File: src/rtl/mdu_pkg.sv
// Shared multiply/divide definitions: alu_control op codes, sequencer states,
// and the divide-by-zero Lo value.
package mdu_pkg;

   localparam logic [5:0] OP_MULT  = 6'b011000;
   localparam logic [5:0] OP_MULTU = 6'b011001;
   localparam logic [5:0] OP_MADD  = 6'b011100;
   localparam logic [5:0] OP_MADDU = 6'b011101;
   localparam logic [5:0] OP_DIV   = 6'b011010;
   localparam logic [5:0] OP_DIVU  = 6'b011011;
   localparam logic [5:0] OP_MTHI  = 6'b010001;
   localparam logic [5:0] OP_MTLO  = 6'b010011;

   localparam logic [31:0] DIV0_LO = 32'hFFFFFFFF;

   typedef enum logic [1:0] {
      S_IDLE,
      S_MUL,
      S_DIV,
      S_FIX
   } state_t;

endpackage

File: src/rtl/mdu_sequencer.sv
// Multi-cycle MULT/MADD/DIV sequencer owning Hi/Lo. One shared 64-bit working
// register, one WIDTH+1 bit adder/subtractor, WIDTH iterations plus a fix-up cycle.
module mdu_sequencer
   import mdu_pkg::*;
#(
   parameter int WIDTH = 32
) (
   input  logic             clk,
   input  logic             rst_n,
   input  logic             start,
   output logic             ready,
   input  logic [5:0]       op,
   input  logic [WIDTH-1:0] a,
   input  logic [WIDTH-1:0] b,
   input  logic             cancel,
   output logic             busy,
   output logic             done,
   output logic [WIDTH-1:0] hi,
   output logic [WIDTH-1:0] lo
);

   localparam int            CW   = $clog2(WIDTH) + 1;
   localparam logic [CW-1:0] LAST = CW'(WIDTH - 1);

   state_t             state, state_nxt;
   logic [CW-1:0]      cnt;
   logic [2*WIDTH-1:0] work, work_nxt;
   logic [WIDTH-1:0]   opnd;
   logic               neg_lo, neg_hi, acc_en, div_op, div0;

   logic               is_mul, is_div, is_sgn, accept, iter_last;
   logic               a_neg, b_neg;
   logic [WIDTH-1:0]   a_mag, b_mag;
   logic [WIDTH:0]     add_x, add_y, add_s;
   logic               add_sub, qbit;
   logic [WIDTH-1:0]   rem_nxt, quot_s, rem_s;
   logic [2*WIDTH-1:0] prod, fix_res;

   always_comb begin
      is_mul = (op == OP_MULT) || (op == OP_MULTU) || (op == OP_MADD) || (op == OP_MADDU);
      is_div = (op == OP_DIV) || (op == OP_DIVU);
      is_sgn = (op == OP_MULT) || (op == OP_MADD) || (op == OP_DIV);
      a_neg  = is_sgn && a[WIDTH-1];
      b_neg  = is_sgn && b[WIDTH-1];
      a_mag  = a_neg ? -a : a;
      b_mag  = b_neg ? -b : b;
   end

   assign ready     = (state == S_IDLE);
   assign accept    = start && ready && !cancel;
   assign iter_last = (cnt == LAST);

   always_comb begin
      state_nxt = state;
      case (state)
         S_IDLE: begin
            if (accept && is_mul)      state_nxt = S_MUL;
            else if (accept && is_div) state_nxt = S_DIV;
         end
         S_MUL, S_DIV: begin
            if (cancel)         state_nxt = S_IDLE;
            else if (iter_last) state_nxt = S_FIX;
         end
         S_FIX:   state_nxt = S_IDLE;
         default: state_nxt = S_IDLE;
      endcase
   end

   // MUL: work = {acc, multiplier}, shift right with carry-in from the adder.
   // DIV: work = {rem, quot}, shift left and trial-subtract the divisor; the
   // partial remainder stays below the divisor, so bit WIDTH is the sign.
   always_comb begin
      add_sub = (state == S_DIV);
      add_x   = add_sub ? work[2*WIDTH-1:WIDTH-1] : {1'b0, work[2*WIDTH-1:WIDTH]};
      add_y   = add_sub ? ~{1'b0, opnd} : {1'b0, opnd};
      add_s   = add_x + add_y + {{WIDTH{1'b0}}, add_sub};
      qbit    = ~add_s[WIDTH];
      rem_nxt = qbit ? add_s[WIDTH-1:0] : work[2*WIDTH-2:WIDTH-1];
      work_nxt = work;
      if (state == S_MUL)
         work_nxt = work[0] ? {add_s, work[WIDTH-1:1]} : {1'b0, work[2*WIDTH-1:1]};
      else if (state == S_DIV)
         work_nxt = {rem_nxt, work[WIDTH-2:0], qbit};
   end

   always_comb begin
      prod    = neg_lo ? -work : work;
      quot_s  = neg_lo ? -work[WIDTH-1:0] : work[WIDTH-1:0];
      rem_s   = neg_hi ? -work[2*WIDTH-1:WIDTH] : work[2*WIDTH-1:WIDTH];
      fix_res = prod + (acc_en ? {hi, lo} : {(2*WIDTH){1'b0}});
      // A zero divisor leaves the dividend as remainder; only Lo needs forcing.
      if (div_op)
         fix_res = {rem_s, div0 ? DIV0_LO[WIDTH-1:0] : quot_s};
   end

   always_ff @(posedge clk or negedge rst_n) begin
      if (!rst_n) begin
         state  <= S_IDLE;
         cnt    <= '0;
         work   <= '0;
         opnd   <= '0;
         neg_lo <= 1'b0;
         neg_hi <= 1'b0;
         acc_en <= 1'b0;
         div_op <= 1'b0;
         div0   <= 1'b0;
         busy   <= 1'b0;
         done   <= 1'b0;
         hi     <= '0;
         lo     <= '0;
      end else begin
         state <= state_nxt;
         busy  <= (state_nxt != S_IDLE);
         done  <= (state == S_FIX) && !cancel;
         work  <= work_nxt;
         case (state)
            S_IDLE: begin
               cnt <= '0;
               if (accept) begin
                  if (is_mul || is_div) begin
                     work   <= {{WIDTH{1'b0}}, is_mul ? b_mag : a_mag};
                     opnd   <= is_mul ? a_mag : b_mag;
                     neg_lo <= a_neg ^ b_neg;
                     neg_hi <= a_neg;
                     acc_en <= (op == OP_MADD) || (op == OP_MADDU);
                     div_op <= is_div;
                     div0   <= is_div && (b == '0);
                  end
                  if (op == OP_MTHI) hi <= a;
                  if (op == OP_MTLO) lo <= a;
               end
            end
            S_MUL, S_DIV: cnt <= cnt + 1'b1;
            S_FIX: begin
               if (!cancel) begin
                  hi <= fix_res[2*WIDTH-1:WIDTH];
                  lo <= fix_res[WIDTH-1:0];
               end
            end
            default: ;
         endcase
      end
   end

endmodule

File: config.mk
export PLATFORM = sky130hd
export DESIGN_NAME = mdu_sequencer
export DESIGN_NICKNAME = d
export VERILOG_FILES = /design/src/rtl/mdu_pkg.sv /design/src/rtl/mdu_sequencer.sv
export SDC_FILE = /design/constraint.sdc
export NUM_CORES = 1
export LEC_CHECK = 0
export ABC_AREA = 1
export CORE_ASPECT_RATIO = 1.5
export CORE_UTILIZATION = 40
export DETAILED_ROUTE_END_ITERATION = 8
export GPL_TIMING_DRIVEN = 0
export PLACE_DENSITY = 0.6
export REMOVE_ABC_BUFFERS = 1
export SYNTH_ARGS = -nofsm -noshare
export SYNTH_HDL_FRONTEND = slang
export SYNTH_SLANG_ARGS = --single-unit
File: constraint.sdc
create_clock -name clk -period 5.75 [get_ports clk]
set_input_delay 0.8625 -clock clk [delete_from_list [all_inputs] [get_ports clk]]
set_output_delay 0.8625 -clock clk [all_outputs]
set_load 0.005 [all_outputs]
; ---- Yosys cells after proc, flatten, opt, wreduce, memory -nomap -nowiden
; Index checks and enable logic that the tools add are counted.
[word_totals]
out_inout_bits = 67
wordCells = 100
mem_bits_rw = 0
romBits = 0
latchBits = 0
regBits = 175
inputBits = 74
memories = 0
[classes]
order_cmp = 0
div_mod_pow = 0
n_reduce_logical = 26
multipliers = 0
n_shift = 0
n_mux = 33
addsub = 9
eq_ne = 16
bitwise = 3
[op_table]
columns = cell, n
row1 = $mux 64, 9
row2 = $mux 32, 14
row3 = $neg 32->32, 4
row4 = $pmux 32 s2, 2
row5 = $mux 33, 2
row6 = $add 64x64->64, 1
row7 = $neg 64->64, 1
row8 = $eq 6x5->1 const B, 9
row9 = $add 33x1->33, 1
row10 = $add 33x33->33, 1
row11 = $not 32->33, 1
row12 = $logic_not 32->1, 1
row13 = $pmux 6 s2, 1
row14 = $logic_and 1x1->1, 8
row15 = $logic_or 1x1->1, 8
row16 = $mux 2, 4
row17 = $reduce_and 4->1, 2
row18 = $add 6x1->6 const B, 1
row19 = $ne 2x1->1 const B, 3
row20 = $pmux 2 s3, 1
row21 = $reduce_bool 2->1, 3
row22 = $eq 2x2->1 const B, 2
row23 = $reduce_and 3->1, 1
row24 = $eq 2x1->1 const B, 1
row25 = 6 further kinds, 6

; ---- Depth between registers and ports, before layout
[logic_depth]
word_depth = 10
ltp_mapped = 30
mapped_depth_nobuf = 28

; ---- Worst setup path before layout
; Ideal clock, no wire load.
[synth_timing]
path_type = register -> register
from = reg work[0]
to = reg hi[27]
arrival_time_ns = 3.566
t_required_ns = 5.629
stages_incl_launch_ff = 29
slack_ns = 2.063
setup_time_ns = 0.121
cell_sequence = dfrtp_1 buf_2 clkinv_2 clkbuf_1 ha_1 nand3_1 nor2_4 nand2_2 inv_2 nand3_2 nor3_2 nand3_2 buf_6 o21ai_1 xor2_1 ha_1 nand2_1 nor2_1 inv_1 nor2_1 nand2_1 nor4_1 nand2_1 nand2_1 nand2_1 nand3_1 nand2_1 nand2_1 a21oi_1
[synth_via]
elab_chain_len = 6
[synth_lines]
columns = item, line
row1 = start: declaration, mdu_sequencer.sv:27  ; logic [2*WIDTH-1:0] work, work_nxt;
row2 = start signal: assignment, mdu_sequencer.sv:115  ; work <= work_nxt;
row3 = start signal: assignment, mdu_sequencer.sv:121  ; work <= {{WIDTH{1'b0}}, is_mul ? b_mag : a_mag};
row4 = $neg 64->64, mdu_sequencer.sv:87  ; prod = neg_lo ? -work : work;
row5 = $mux 64 (*), mdu_sequencer.sv:87
row6 = $add 64x64->64 (*), mdu_sequencer.sv:90  ; fix_res = prod + (acc_en ? {hi, lo} : {(2*WIDTH){1'b0}});
row7 = $mux 64 (*), mdu_sequencer.sv:92  ; if (div_op)
row8 = $mux 32 (*), mdu_sequencer.sv:135  ; if (!cancel) begin
row9 = $pmux 32 s2 (*), mdu_sequencer.sv:116  ; case (state)
row10 = end signal: assignment, mdu_sequencer.sv:136  ; hi <= fix_res[2*WIDTH-1:WIDTH];
row11 = end: declaration, mdu_sequencer.sv:18  ; output logic [WIDTH-1:0] hi,
; Mark *: on every way between the ends. The rest lies on a longest branch, timed or not. The select of a mux whose other input is x is not followed.
; A chain may end at the register's enable or synchronous reset.

; ---- Final worst setup path
[layout_timing]
from = reg work[0]
to = reg hi[22]
; The elaborated chain is that of the path after synthesis.

==> results by group <==
Yosys
  – Sequential area share after synthesis: 0.186
  – Synth Flop Type: dfrtp_1
  – Async S/R FF share, synth: 1.00
  – Synth area leader: nand2_1
  – Most frequent cell after synthesis: nand2_1
  – Mapped Area: 0.0235 mm2
  – Post-synth top area share: 0.213
  – Most frequent cells after synthesis: nand2_1 (1,333), inv_1 (651), nor2_1 (580), a21oi_1 (276), o21ai_0 (226)
  – Synth area leaders: nand2_1 (21%), dfrtp_1 (19%), inv_1 (10%)
  – Post-synth EDFFs: 0
  – Register bit total from synthesis: 175
  – Syn Area/Cell: 5.54 um2
  – Post-synth cell types: 57
  – Syn Inst Count: 4,241
  – YS warnings: 0

Placed design
  – Placed cell area: 0.0256 mm2
  – Placer congestion estimate: 1.00
  – IO Port Bufs: 140
  – Hpwl dp: 80,500 um

Floorplan
  – Row Count: 108
  – Die height: 299 um
  – Die W: 200 um
  – Num ports: 141
  – Initial core utilization: 0.406
  – DIE AREA: 0.0598 mm2
  – Core ar.: 0.0580 mm2

Timing
  – Worst Clk Skew: 0.0177 ns
  – Hold violation count in the final report: 0
  – Setup violators final: 0
  – RSZ-0062 raised after global routing: no
  – Tightest Pin Transition: 1.35 ns
  – Period Utilization, post-route: 0.937
  – Slew HR: 0.0984
  – Max frequency: 186 MHz
  – Final min period: 5.39 ns
  – Count of pins over their slew limit: 0

Clocking
  – CTS clk-pin slew, worst paths: 0.09 ns
  – Clock Latency Late Sink: 0.50 ns
  – TritonCTS clock tree: yes
  – Clock Sinks: 175
  – Clock root buffer: clkbuf_16
  – CTS HTree Levels: 4
  – Max clock buf depth: 2
  – CTS Buf Count: 17

Flow run
  – Total of max-cap violations: 0

Status
  – Outcome: finished, final reports clean

Detailed routing
  – First drt pass iteration count: 7
  – Met2 Routed Length: 46,600 um
  – Final ANT Viol Nets: 0
  – Final wirelength: 98,600 um
  – Highest routed metal layer: met4
  – Drt drc: 0
  – Initial drt markers: 2,093
  – Wirelength per Cell: 19.5 um
  – Met3 WL: 4080 um
  – Vias per cell: 5.28
  – Met1 WL: 39,400 um
  – Via count: 26.7k

Finish
  – Diode count: 0
  – Layout net count: 4,450
  – Final Cell Area: 0.0262 mm2
  – Filler cells: 6,547
  – Fraction of layout cells with a size suffix above 1: 0.0348
  – Area growth syn-to-layout: 11.5%
  – Util after Layout: 0.452

Setup path
  – CP Capture Type: flip-flop
  – Worst Path Max Fanout: 45
  – Crit path kind: reg2reg
  – CP required: 6.17 ns
  – WP data arrival: 5.81 ns
  – Most used cell, CP: nand2_1
  – CP startpoint kind: flip-flop
  – CP peak stage delay: 0.67 ns
  – Critical path's slowest cell: dfrtp_4

Worst hold path
  – Hold Crit Class: in2async

Power and ir drop
  – LEAKAGE: 14.0 nW
  – Power density cells: 532 mW/mm2
  – Maximum VDD drop: 0.237 mV

Global route
  – Initial antenna violation count: 0
  – Global route overflow: 0
  – Vias in the first global route: 24.7k
  – GR Util All Layers: 0.328
  – First-pass GRT wire length: 145,000 um
  – Largest net degree at the start of global routing: 90
==> worst paths after layout <==
| kind | start | to | slack [ns] | depth (start not counted) |
|---|---|---|---|---|
| setup / recovery | work[0] | hi[22] | 0.36 | 25 |
| hold / removal | rst_n | work[62] | 0.35 | 1 |
| setup reg to reg | work[0] | hi[22] | 0.36 | 25 |
| hold reg to reg | opnd[29] | opnd[29] | 0.50 | 2 |
| max in group asynchronous | rst_n | acc_en | 4.38 | 2 |
| min in group clk | opnd[29] | opnd[29] | 0.50 | 2 |
==> routing by layer <==
| layer | GRT usage | vias up |
|---|---|---|
| met4 | 0.252 | 0 |
| li1 | - | 13400 |
| met5 | 0 | - |
| met2 | 0.544 | 866 |
| met3 | 0.0220 | 230 |
| met1 | 0.392 | 12200 |
==> logic make-up (layout without fill, tap and decap cells) <==
kind of cell / Yosys count / after routing / synth area share
AOI/OAI and AO/OA: 684 / 684 / 0.161
DFF: 175 / 175 / 0.186
xor gates and xnor gates: 163 / 163 / 0.0607
and+or+nand+nor: 2290 / 2290 / 0.399
adders and majority gates: 107 / 107 / 0.0576
muxes: 3 / 3 / 0.00128
buffers and inverters: 819 / 860 / 0.134
==> per-stage QoR <==
step / worst slack (ns) / hold slack (ns) / setup TNS, ns / instances / total power, mW
detailed placement: -0.401 / 0.486 / -1.90 / 5020 / 12.4
CTS: 0.387 / 0.420 / 0 / 5052 / 13.8
floorplan: -1.12 / 0.447 / -58.75 / 4099 / 8.94
global route: 0.0534 / 0.428 / 0 / 5052 / 15.1
finish: 0.363 / 0.346 / 0 / 5052 / 14.0
global placement: -5.43 / 0.483 / -1339.50 / 5009 / 12.3
==> cells in the final DEF, fill, tap and decap left out, types with 17 or more instances in the layout <==
cell and count:
nor2_1 580, inv_1 651, a21oi_1 276, o21ai_1 55, nand3b_1 18, xor2_1 147
nand3_1 203, o211ai_1 44, ha_1 102, inv_2 21, clkdlybuf4s50_1 139, dfrtp_1 171
nor3_1 43, o21ai_0 226, nand2_1 1333, clkbuf_16 17, nand4_1 39
==> registers in the layout, summed over array words and instances (netlist names) <==
| name | count |
|---|---|
| div0 | 1 |
| opnd | 32 |
| neg_lo | 1 |
| cnt | 6 |
| neg_hi | 1 |
| work | 64 |
| busy | 1 |
| acc_en | 1 |
| lo | 32 |
| state | 2 |
| done | 1 |
| hi | 32 |
| div_op | 1 |
==> power by group <==
| part | switching [mW] | internal (mW) | total [mW] |
|---|---|---|---|
| Combinational | 6.61 | 3.33 | 9.94 |
| Clock | 0.675 | 0.629 | 1.30 |
| Sequential | 0.896 | 1.81 | 2.71 |
==> cell type report <==
class	count	area, um2	area share
tap	770	963	0.0368
clock buffer	17	425	0.0162
timing repair buffer	151	1670	0.0638
sequential	175	4390	0.167
multi-input combinational	3247	16000	0.611
inverter	677	2550	0.0974
clock inverter	15	194	0.00740
==> critical path, delay by kind of cell, from the launching register on <==
family                     cells  cell delay (ns)
AOI/OAI and AO/OA              2             0.26
xor gates and xnor gates       1             0.23
adders and majority gates      2             0.64
buffers and inverters          4             0.65
DFF                            1             0.67
and+or+nand+nor               16             2.82
==> timing repair <==
| item | 4_1_cts | 5_1_grt |
|---|---|---|
| hold buffers | 0 | 0 |
| gates resized for setup | 2 | 2 |
| buffers inserted | 0 | 0 |
| cloned | 0 | 0 |
| setup endpoints to repair | 20 | 1 |
Note: power is estimated with default switching activity, not from simulation.
